<file path="config.mk">
export PLATFORM = sky130hd
export DESIGN_NAME = piso_bit_serializer
export DESIGN_NICKNAME = d
export VERILOG_FILES = /design/src/rtl/serial_pkg.sv /design/src/rtl/bit_period_divider.sv /design/src/rtl/piso_bit_serializer.sv
export SDC_FILE = /design/constraint.sdc
export NUM_CORES = 1
export LEC_CHECK = 0
export CORE_MARGIN = 2
export CORE_UTILIZATION = 45
export DETAILED_ROUTE_END_ITERATION = 16
export GPL_TIMING_DRIVEN = 0
export PLACE_DENSITY = 0.83
export SETUP_SLACK_MARGIN = 0.4
export SLEW_MARGIN = 20
export SYNTH_ARGS = -nofsm -noshare
export SYNTH_HDL_FRONTEND = slang
export SYNTH_SLANG_ARGS = --single-unit
export TNS_END_PERCENT = 30
</file>
<file path="constraint.sdc">
create_clock -name clk -period 2.42 [get_ports clk]
set_input_delay 0.484 -clock clk [delete_from_list [all_inputs] [get_ports clk]]
set_output_delay 0.484 -clock clk [all_outputs]
set_load 0.02 [all_outputs]
</file>
<file path="src/rtl/serial_pkg.sv">
// Shared types and width helpers for the bit serializer slice.
// Latency: n/a (declarations only).
// Backpressure: n/a.
package serial_pkg;

   typedef enum logic {
      IDLE  = 1'b0,
      SHIFT = 1'b1
   } state_t;

   localparam logic IDLE_LEVEL_DEFAULT = 1'b0;

   // Counter width able to hold 0..n-1; never narrower than one bit.
   function automatic int cnt_w(input int n);
      return (n <= 2) ? 1 : $clog2(n);
   endfunction

endpackage

</file>
<file path="src/rtl/bit_period_divider.sv">
// Bit-period timer: marks the first and last clock of every DIV-clock bit slot.
// Latency: ticks are combinational from the counter; counter advances each clock while run=1.
// Backpressure: none; restart or run=0 parks the counter at the start of a slot.
module bit_period_divider
   import serial_pkg::*;
#(
   parameter int DIV = 1
)
(
   input  logic clk,
   input  logic reset_n,
   input  logic run,
   input  logic restart,
   output logic tick_first,
   output logic tick_last
);

   generate
      if (DIV == 1) begin : g_pass
         // Every clock is both the first and last of its own bit slot.
         logic w_unused;
         assign w_unused   = &{1'b0, clk, reset_n, restart};
         assign tick_first = run;
         assign tick_last  = run;
      end else begin : g_cnt
         localparam int CW = cnt_w(DIV);
         localparam logic [CW-1:0] LAST = CW'(DIV - 1);

         logic [CW-1:0] r_cnt;

         // Count 0..DIV-1 within the slot; hold at 0 when idle or restarting.
         always_ff @(posedge clk or negedge reset_n) begin
            if (!reset_n) begin
               r_cnt <= '0;
            end else if (!run || restart || (r_cnt == LAST)) begin
               r_cnt <= '0;
            end else begin
               r_cnt <= r_cnt + 1'b1;
            end
         end

         assign tick_first = run && (r_cnt == '0);
         assign tick_last  = run && (r_cnt == LAST);
      end
   endgenerate

endmodule

</file>
<file path="src/rtl/piso_bit_serializer.sv">
// Parallel-in/serial-out: streams WIDTH-bit words one bit per DIV clocks on ser_out.
// Latency: word accepted at edge N shows its first bit from edge N+1; back-to-back words have no gap.
// Backpressure: in_ready is high only when idle or on the last clock of the last bit of a word.
module piso_bit_serializer
   import serial_pkg::*;
#(
   parameter int   WIDTH      = 8,
   parameter int   DIV        = 1,
   parameter bit   MSB_FIRST  = 1'b1,
   parameter logic IDLE_LEVEL = IDLE_LEVEL_DEFAULT
)
(
   input  logic             clk,
   input  logic             reset_n,
   input  logic [WIDTH-1:0] in_data,
   input  logic             in_valid,
   output logic             in_ready,
   output logic             ser_out,
   output logic             bit_strobe,
   output logic             busy,
   output logic             frame_done
);

   localparam int BW = cnt_w(WIDTH);
   localparam logic [BW-1:0] LAST_BIT = BW'(WIDTH - 1);

   state_t           r_state;
   state_t           w_state_nxt;
   logic [WIDTH-1:0] r_shift;
   logic [BW-1:0]    r_bit_cnt;
   logic             r_ser;

   logic             w_run;
   logic             w_tick_first;
   logic             w_tick_last;
   logic             w_bit_end;
   logic             w_last;
   logic             w_ready;
   logic             w_load;
   logic             w_head_in;
   logic             w_head_reg;
   logic [WIDTH-1:0] w_shift_in;
   logic [WIDTH-1:0] w_shift_reg;

   assign w_run = (r_state == SHIFT);

   bit_period_divider #(
      .DIV (DIV)
   ) u_div (
      .clk        (clk),
      .reset_n    (reset_n),
      .run        (w_run),
      .restart    (w_load),
      .tick_first (w_tick_first),
      .tick_last  (w_tick_last)
   );

   // Handshake and end-of-word decode; ready never looks at in_valid.
   always_comb begin
      w_bit_end = w_run && w_tick_last;
      w_last    = w_bit_end && (r_bit_cnt == LAST_BIT);
      w_ready   = (r_state == IDLE) || w_last;
      w_load    = in_valid && w_ready;
   end

   // Pick the outgoing bit and the remaining bits, for a fresh word and for the held word.
   always_comb begin
      if (MSB_FIRST) begin
         w_head_in   = in_data[WIDTH-1];
         w_shift_in  = in_data << 1;
         w_head_reg  = r_shift[WIDTH-1];
         w_shift_reg = r_shift << 1;
      end else begin
         w_head_in   = in_data[0];
         w_shift_in  = in_data >> 1;
         w_head_reg  = r_shift[0];
         w_shift_reg = r_shift >> 1;
      end
   end

   // FSM state register.
   always_ff @(posedge clk or negedge reset_n) begin
      if (!reset_n) begin
         r_state <= IDLE;
      end else begin
         r_state <= w_state_nxt;
      end
   end

   // FSM next state: leave IDLE on a word, drop back only when a word ends with nothing queued.
   always_comb begin
      w_state_nxt = r_state;
      case (r_state)
         IDLE:    if (in_valid) w_state_nxt = SHIFT;
         SHIFT:   if (w_last && !in_valid) w_state_nxt = IDLE;
         default: w_state_nxt = IDLE;
      endcase
   end

   // Datapath: load on transfer, advance one bit at each slot end, park at idle level after the word.
   always_ff @(posedge clk or negedge reset_n) begin
      if (!reset_n) begin
         r_shift   <= '0;
         r_bit_cnt <= '0;
         r_ser     <= IDLE_LEVEL;
      end else if (w_load) begin
         r_shift   <= w_shift_in;
         r_bit_cnt <= '0;
         r_ser     <= w_head_in;
      end else if (w_last) begin
         r_bit_cnt <= '0;
         r_ser     <= IDLE_LEVEL;
      end else if (w_bit_end) begin
         r_shift   <= w_shift_reg;
         r_bit_cnt <= r_bit_cnt + 1'b1;
         r_ser     <= w_head_reg;
      end
   end

   assign in_ready   = w_ready;
   assign ser_out    = r_ser;
   assign bit_strobe = w_run && w_tick_first;
   assign busy       = w_run;
   assign frame_done = w_last;

endmodule

</file>
Yosys cells after proc, flatten, opt, wreduce, memory -nomap -nowiden
Index checks and enable logic that the tools add are counted.
Storage, ports and cells
  input port bits: 11
  logic and storage cells: 28
  register bits: 13
  output and inout bits: 5
Cells by class
  add/subtract/negate cells: 1
  reductions and logical operators: 8
  multiplexer cells: 12
  eq/ne operators: 2
  bitwise gates (word level): 1
Operators with widths (number)
  8-bit two-way mux: 3
  3-bit two-way mux: 3
  1-bit two-way mux: 5
  3-bit by 1-bit adder with 3-bit output (second input constant): 1
  3-bit equality test (second input constant): 1
  1-bit logical AND: 3
  3-bit nonzero test: 1
  2-bit by 1-bit inequality test with 1-bit output (second input constant): 1
  1-bit case mux with 2 select lines: 1
  2-bit AND reduction: 1
  2-bit nonzero test: 1
  1-bit zero test: 1
  1-bit logical OR: 1
  1-bit NOT: 1

Logic depth before layout (Yosys ltp)
Gate-level depths: netlist of run 1.
  depth in word-level cells: 6
  mapped depth: 5

By module
From an unflattened synthesis of run 1, not the netlist that was laid out.
Second synthesis, totals
  cell total of the unflattened synthesis: 84
  area, all modules: 825.8 µm²
By module, submodules not included
  piso_bit_serializer: cells each 82, area an instance 810.8 µm², times used 1
  bit_period_divider: cells each 2, area an instance 15.0 µm², times used 1

Least setup slack after synthesis of run 1
OpenSTA, ideal clock, no wires.
  path type: register -> output
  start: reg r_bit_cnt[0]
  end: out in_ready
  path buffers: 0
  data required time: 1936 ps
  arrival time: 1090 ps
  setup slack: 846 ps
  stages on the path, launching flop included: 5
  cells stage by stage: dfrtp_1 -> ha_1 -> ha_1 -> and2b_4 -> inv_4
On the way
  word-level cells in the longest chain between the ends: 3
RTL lines
  start, declared: RTL line piso_bit_serializer.sv:30  | logic [BW-1:0] r_bit_cnt;
  start signal, assigned: RTL line piso_bit_serializer.sv:115  | r_bit_cnt <= r_bit_cnt + 1'b1;
  3-bit equality test: RTL line piso_bit_serializer.sv:61  | w_last = w_bit_end && (r_bit_cnt == LAST_BIT);
  1-bit logical AND: RTL line piso_bit_serializer.sv:61
  1-bit logical OR: RTL line piso_bit_serializer.sv:62  | w_ready = (r_state == IDLE) || w_last;
  end, declared: RTL line piso_bit_serializer.sv:17  | output logic in_ready,
No other way between the ends.

Worst setup path in the final report of run 1
Same ends and word-level chain as after synthesis.

==> results of run 1 <==
[cell type report]
cell class	instances	area [um^2]	area share, %
buffer	2	18.77	2.297
clock buffer	4	36.28	4.441
inverter	1	8.758	1.072
multi-input combinational	28	271.5	33.23
sequential	12	301.5	36.91
tap	15	18.77	2.297
timing repair buffer	17	161.4	19.75
[layer usage]
layer / vias up / track usage, % / routed length [um]
met5: - / 0 / 0
met4: 0 / 7.500 / 0
met3: 0 / 5.000 / 42
met2: 10 / 23.79 / 416
met1: 191 / 19.58 / 427
li1: 196 / - / -
[how the worst max path moves through the flow]
stage	startpoint	slack [ns]	to
CTS	r_bit_cnt[0]	0.41	in_ready
global placement	r_bit_cnt[0]	0.26	in_ready
floorplan	r_bit_cnt[0]	0.85	in_ready
detailed placement	r_bit_cnt[0]	0.25	in_ready
global route	r_bit_cnt[0]	0.37	in_ready
finish	r_bit_cnt[0]	0.42	in_ready
[through the flow]
| stage | worst slack [ns] | std cells | instance area [um^2] |
|---|---|---|---|
| 2_1_floorplan | 0.8458 | 43 | 591.8 |
| 3_3_place_gp | 0.2563 | 73 | 760.7 |
| 3_5_place_dp | 0.2498 | 73 | 760.7 |
| 4_1_cts | 0.4062 | 79 | 813.3 |
| 5_1_grt | 0.3669 | 79 | 817.0 |
| 6_report | 0.4247 | 79 | 817.0 |
[cells in the mapped netlist (all sizes together)]
library cell   n
and3b          1
o22ai          1
nand2          1
mux2          13
dfrtp         12
ha             2
nand2b         1
a311o          1
inv            1
and2b          1
mux2i          2
a22o           1
nor2           2
and2           1
nor3b          1
buf            2
[repair_timing]
item / in CTS / in global routing
setup endpoints to repair: 2 / 2
gates resized for setup: 8 / 2
pin swaps: 0 / 0
setup buffers: 2 / 0
[cell families (layout without fill, tap and decap cells)]
logic type / count (synthesis) / count (layout) / share of synthesized area [%]
adders and majority gates: 2 / 2 / 4.228
and+or+nand+nor: 8 / 8 / 8.459
DFF: 12 / 12 / 50.74
AOI/OAI and AO/OA: 3 / 3 / 4.229
muxes: 15 / 15 / 28.12
buffers and inverters: 3 / 24 / 4.229
[sequential cells by signal (all words and copies together), names as in the netlist]
register	flops
r_shift	7
r_bit_cnt	3
busy	1
ser_out	1
[power groups by stage]
stage,registers [W],logic (W),clock network [W]
detailed placement,0.000326,0.000400,0
finish,0.000324,0.000425,0.000157
floorplan,0.000329,0.000274,0
global route,0.000335,0.000470,0.000174
global placement,0.000324,0.000392,0
CTS,0.000323,0.000424,0.000165
==> reports/results.ini, run 1 <==
[logic_synthesis]
synth_largest_type_area_fraction_pct = 50.74
yosys-top-cells-area = sky130_fd_sc_hd__dfrtp_1 (51%), sky130_fd_sc_hd__mux2_2 (21%), sky130_fd_sc_hd__ha_1 (4.2%)
post_synth.cell_area_avg_um2 = 13.76
yosys_warnings = 0
sequential_element_share_of_the_synthesized_area_pct = 50.74
synth_top_cell_by_area = sky130_fd_sc_hd__dfrtp_1
register_bit_count_reported_by_yosys = 12
mappedNetlistArea_um2 = 591.8
yosysUniqueCellTypes = 18
synthCells = 43
synth_fp_nets = 56

[setup_path]
crit_path_cell_trace = ha_2 -> ha_2 -> and2b_4 -> inv_6 -> buf_4
maximum_fanout_encountered_on_the_critical_timing_path = 9
path_buf_inv = 2
r2r_end = ser_out
startpoint_type = flop
cpPeakStageDelay_ns = 0.39
worstSetupEndpointType = primary output
timing.critical_path.mode_cell = sky130_fd_sc_hd__ha_2
criticalPathCategory = flop to primary output
cp_num_cells = 5
required_ns = 1.94
worst_path_dominant_cell_family = flip-flops
slowest_stage = sky130_fd_sc_hd__dfrtp_1
crit-reg2reg-launch = r_bit_cnt[0]
r2r.worst_path.cells = 5
r2r_setup_slack_ns = 0.88
critical_path_arrival_ns = 1.51

[global_route]
grt_pass1_wl_um = 1614
grtUsageTotal_pct = 15.50
grt_overflow = 0
grt_start_max_net_pins = 13
first_global_vias = 389
antenna_violations_before_repair = 0

[drt]
drt_first_iter_violations = 0
antenna_violating_nets_post_route = 0
route.detailed.wl_per_inst_um = 11.23
detail_route.drc_violations = 0
drt_pre_antenna_iters = 1
routed-via-count = 397
totalWireLength_um = 887
vias_per_cell = 5.025

[worst_hold_path]
hold_path.class = flop to flop
worstHoldStart = r_shift[2]
hold_depth = 1
worstHoldEndpoint = r_shift[3]

[timing]
tightest_slew_ns = 0.5364
max_slew_margin_pct = 64.13
fin_crit_ns = 1.995
fin_crit_sh_pct = 82.45
finalHoldViolations = 0
final.hold.worst_slack_ns = 0.4984
finalSetupTns_ns = 0
rsz_0062_raised_after_global_routing = yes
fin_worst_skew_ns = 0.001349
setup_viol_count_final = 0
max_clock_freq_mhz = 501.2
timing_max_transition_violations_final = 0

[floorplan]
floorplan.core_area_um2 = 1269
boundaryPins = 16
dieWidth_um = 40.27
initial_utilization_pct = 46.65
design.die.area_um2 = 1621
die_h_um = 40.27
floorplan.rows = 13

[cells_and_area]
layout_commonest_cell = sky130_fd_sc_hd__clkdlybuf4s50_1
fin_nets = 78
most-common-layout-cells = sky130_fd_sc_hd__clkdlybuf4s50_1 (13), sky130_fd_sc_hd__mux2_2 (11), sky130_fd_sc_hd__dfrtp_1 (11)
syn_to_final_growth_pct = 38.05
diodes = 0
layout.core_utilization_pct = 64.40
fill_cells = 109
layout-drive-gt1-share_pct = 39.06

[power_and_ir_drop]
leakagePower_nw = 0.3815
intPower_w = 0.0006216
worst_ir_drop_vdd_mv = 0.4990
power.total_w = 0.0009056
net_switching_fraction_of_the_power_pct = 31.36
p_per_area_nw_per_um2 = 1108
clockPowerShare_pct = 17.3
power.sequential.fraction_pct = 35.7
power.share.combinational_pct = 47.0
net-switching-power_w = 0.0002840

[clocking]
max-clock-path-buffers = 2
cts.root.buffer_cell = sky130_fd_sc_hd__clkbuf_4
postCtsHoldBufs = 0
cts_tree = done
cts_h_tree_lvls = 1
cts.reportedPaths.clkPinSlew_ns = 0.07
numCtsBuffers = 3
clock_sink_count = 12
worst_skew_pair.late_latency_ns = 0.27

[placed_design]
detailed_place_hpwl_um = 656.6
buffer_ports.inserted = 15
gp_weighted_congestion = 0.6536

[run]
cap_viol_max_count = 0

[outcome]
status = complete, no violations

Note: power is estimated with default switching activity, not from simulation.
==> run 2, diff against run 1 <==
- clock period: 2.42 -> 1.9 ns (I/O delays scaled with it)
==> run 2 against run 1 <==
First-iteration DRC count grew 3. Worst hold slack got worse by 0.030 ns. Final area up 4.6%. Wire length up 24%.
==> reports/results.ini, run 2 (same netlist as run 1, synthesis figures left out) <==
[floorplan]
die_h_um = 40.27  ; unchanged
floorplan.rows = 13  ; unchanged
initial_utilization_pct = 46.65  ; unchanged
design.die.area_um2 = 1621  ; unchanged
boundaryPins = 16  ; unchanged
dieWidth_um = 40.27  ; unchanged
floorplan.core_area_um2 = 1269  ; unchanged

[global_route]
first_global_vias = 440  ; +13%
grt_overflow = 0  ; unchanged
grt_start_max_net_pins = 13  ; unchanged
antenna_violations_before_repair = 0  ; unchanged
grtUsageTotal_pct = 18.57  ; +3.1 points
grt_pass1_wl_um = 1835  ; +14%

[timing]
fin_crit_ns = 1.796
fin_worst_skew_ns = 0.006853  ; +0.005504 ns
tightest_slew_ns = 0.5410  ; +0.004551 ns
max_slew_margin_pct = 63.82  ; -0.30 points
finalSetupTns_ns = 0  ; unchanged
rsz_0062_raised_after_global_routing = yes
fin_crit_sh_pct = 94.52
timing_max_transition_violations_final = 0  ; unchanged
max_clock_freq_mhz = 556.8
finalHoldViolations = 0  ; unchanged
setup_viol_count_final = 0  ; unchanged

[drt]
detail_route.drc_violations = 0  ; unchanged
drt_pre_antenna_iters = 3  ; +2
totalWireLength_um = 1098  ; +24%
routed-via-count = 419  ; +5.5%
drt_first_iter_violations = 3  ; +3
route.detailed.wl_per_inst_um = 13.23  ; +18%
antenna_violating_nets_post_route = 0  ; unchanged
vias_per_cell = 5.048  ; +0.46%

[cells_and_area]
layout-drive-gt1-share_pct = 47.06  ; +8.0 points
fin_nets = 83  ; +6.4%
largest_register_ffs = 7  ; unchanged
biggestRegsByFlops = r_shift: 7 flops, r_bit_cnt: 3 flops
layout.core_utilization_pct = 67.36  ; +3.0 points
syn_to_final_growth_pct = 44.40
fill_cells = 103  ; -5.5%
biggest_register = r_shift
most-common-layout-cells = sky130_fd_sc_hd__clkdlybuf4s50_1 (12), sky130_fd_sc_hd__mux2_2 (11), sky130_fd_sc_hd__dfrtp_1 (11)
diodes = 0  ; unchanged
layout_commonest_cell = sky130_fd_sc_hd__clkdlybuf4s50_1

[placed_design]
buffer_ports.inserted = 15  ; unchanged
detailed_place_hpwl_um = 779.9  ; +19%
gp_weighted_congestion = 0.6527  ; -0.14%

[clocking]
cts_tree = done
cts.reportedPaths.clkPinSlew_ns = 0.07  ; about the same
numCtsBuffers = 3  ; unchanged
worst_skew_pair.late_latency_ns = 0.26  ; about the same
clock_sink_count = 12  ; unchanged
postCtsHoldBufs = 0  ; unchanged
cts.root.buffer_cell = sky130_fd_sc_hd__clkbuf_4
max-clock-path-buffers = 2  ; unchanged
cts_h_tree_lvls = 1  ; unchanged

[power_and_ir_drop]
leakagePower_nw = 0.3984  ; +4.4%
worst_ir_drop_vdd_mv = 0.6282  ; +26%
p_per_area_nw_per_um2 = 1404  ; +27%

[outcome]
status = complete, no violations

[setup_path]
crit_path_cell_trace = ha_2 -> ha_4 -> and2b_4 -> inv_6 -> buf_6
critical_path_arrival_ns = 1.42  ; -0.09 ns
maximum_fanout_encountered_on_the_critical_timing_path = 2  ; -7
worst_path_dominant_cell_family = flip-flops
required_ns = 1.52  ; -0.42 ns
path_buf_inv = 2  ; unchanged
criticalPathCategory = flop to primary output
cpPeakStageDelay_ns = 0.39  ; about the same
slowest_stage = sky130_fd_sc_hd__dfrtp_1
startpoint_type = flop
worstSetupEndpointType = primary output

[worst_hold_path]
hold_path.class = input port to asynchronous set/reset pin

[run]
cap_viol_max_count = 0  ; unchanged

run 2: cell types whose count changed in the layout (fill, tap and decap cells not counted), sizes merged:
cell,before,now
clkbuf,4,3
dlygate4sd2,1,0
clkdlybuf4s50,13,12
buf,5,12
run 2: where the power goes:
group	switching (W)	internal, W
Sequential	0.0000561	0.000355
Combinational	0.000262	0.000382
Clock	0.0000724	0.0000730
Total	0.000390	0.000810
run 2: per-layer routing:
metal	global-route usage, %	up-vias	part of all wire (%)
met4	10.00	0	0
met3	3.333	0	5.3
met5	0	-	0
li1	-	206	-
met2	33.06	12	55
met1	20.77	201	40
run 2: final cells by class:
class                      count  area, um^2  area share (%)
sequential                    12       301.5           35.29
multi-input combinational     28       284.0           33.24
timing repair buffer          22       200.2           23.43
clock buffer                   3       22.52           2.635
buffer                         2       18.77           2.196
tap                           15       18.77           2.196
inverter                       1       8.758           1.025
run 2: per-stage QoR:
step                      setup WS [ns]  hold slack, ns   power, W  std cells  instance area [um^2]
final                            0.1041          0.4682   0.001200         83                 854.6
after global routing            0.05237          0.5091   0.001307         83                 854.6
after CTS                       0.07316          0.4843   0.001210         83                 852.1
after detailed placement       -0.08474          0.4888  0.0009771         73                 778.2
after global placement         -0.08353          0.4737  0.0009480         73                 778.2
after floorplan                  0.4038         0.08441  0.0007990         43                 609.3
run 2: worst paths after layout:
kind | cells after the start | to | from | slack (ns)
worst min-delay path | 1 | ser_out | reset_n | 0.47
worst min register to register | 1 | r_shift[3] | r_shift[2] | 0.50
worst max register to register | 6 | ser_out | r_bit_cnt[0] | 0.26
worst max-delay path | 5 | in_ready | r_bit_cnt[0] | 0.10
min in group clk | 1 | r_shift[3] | r_shift[2] | 0.50
max in group asynchronous | 1 | busy | reset_n | 1.04
run 2: what timing repair did:
item | 4_1_cts | 5_1_grt
setup endpoints to repair | 12 | 11
buffers inserted | 7 | 0
pin swaps | 1 | 2
cloned | 0 | 0
gates resized for setup | 17 | 1
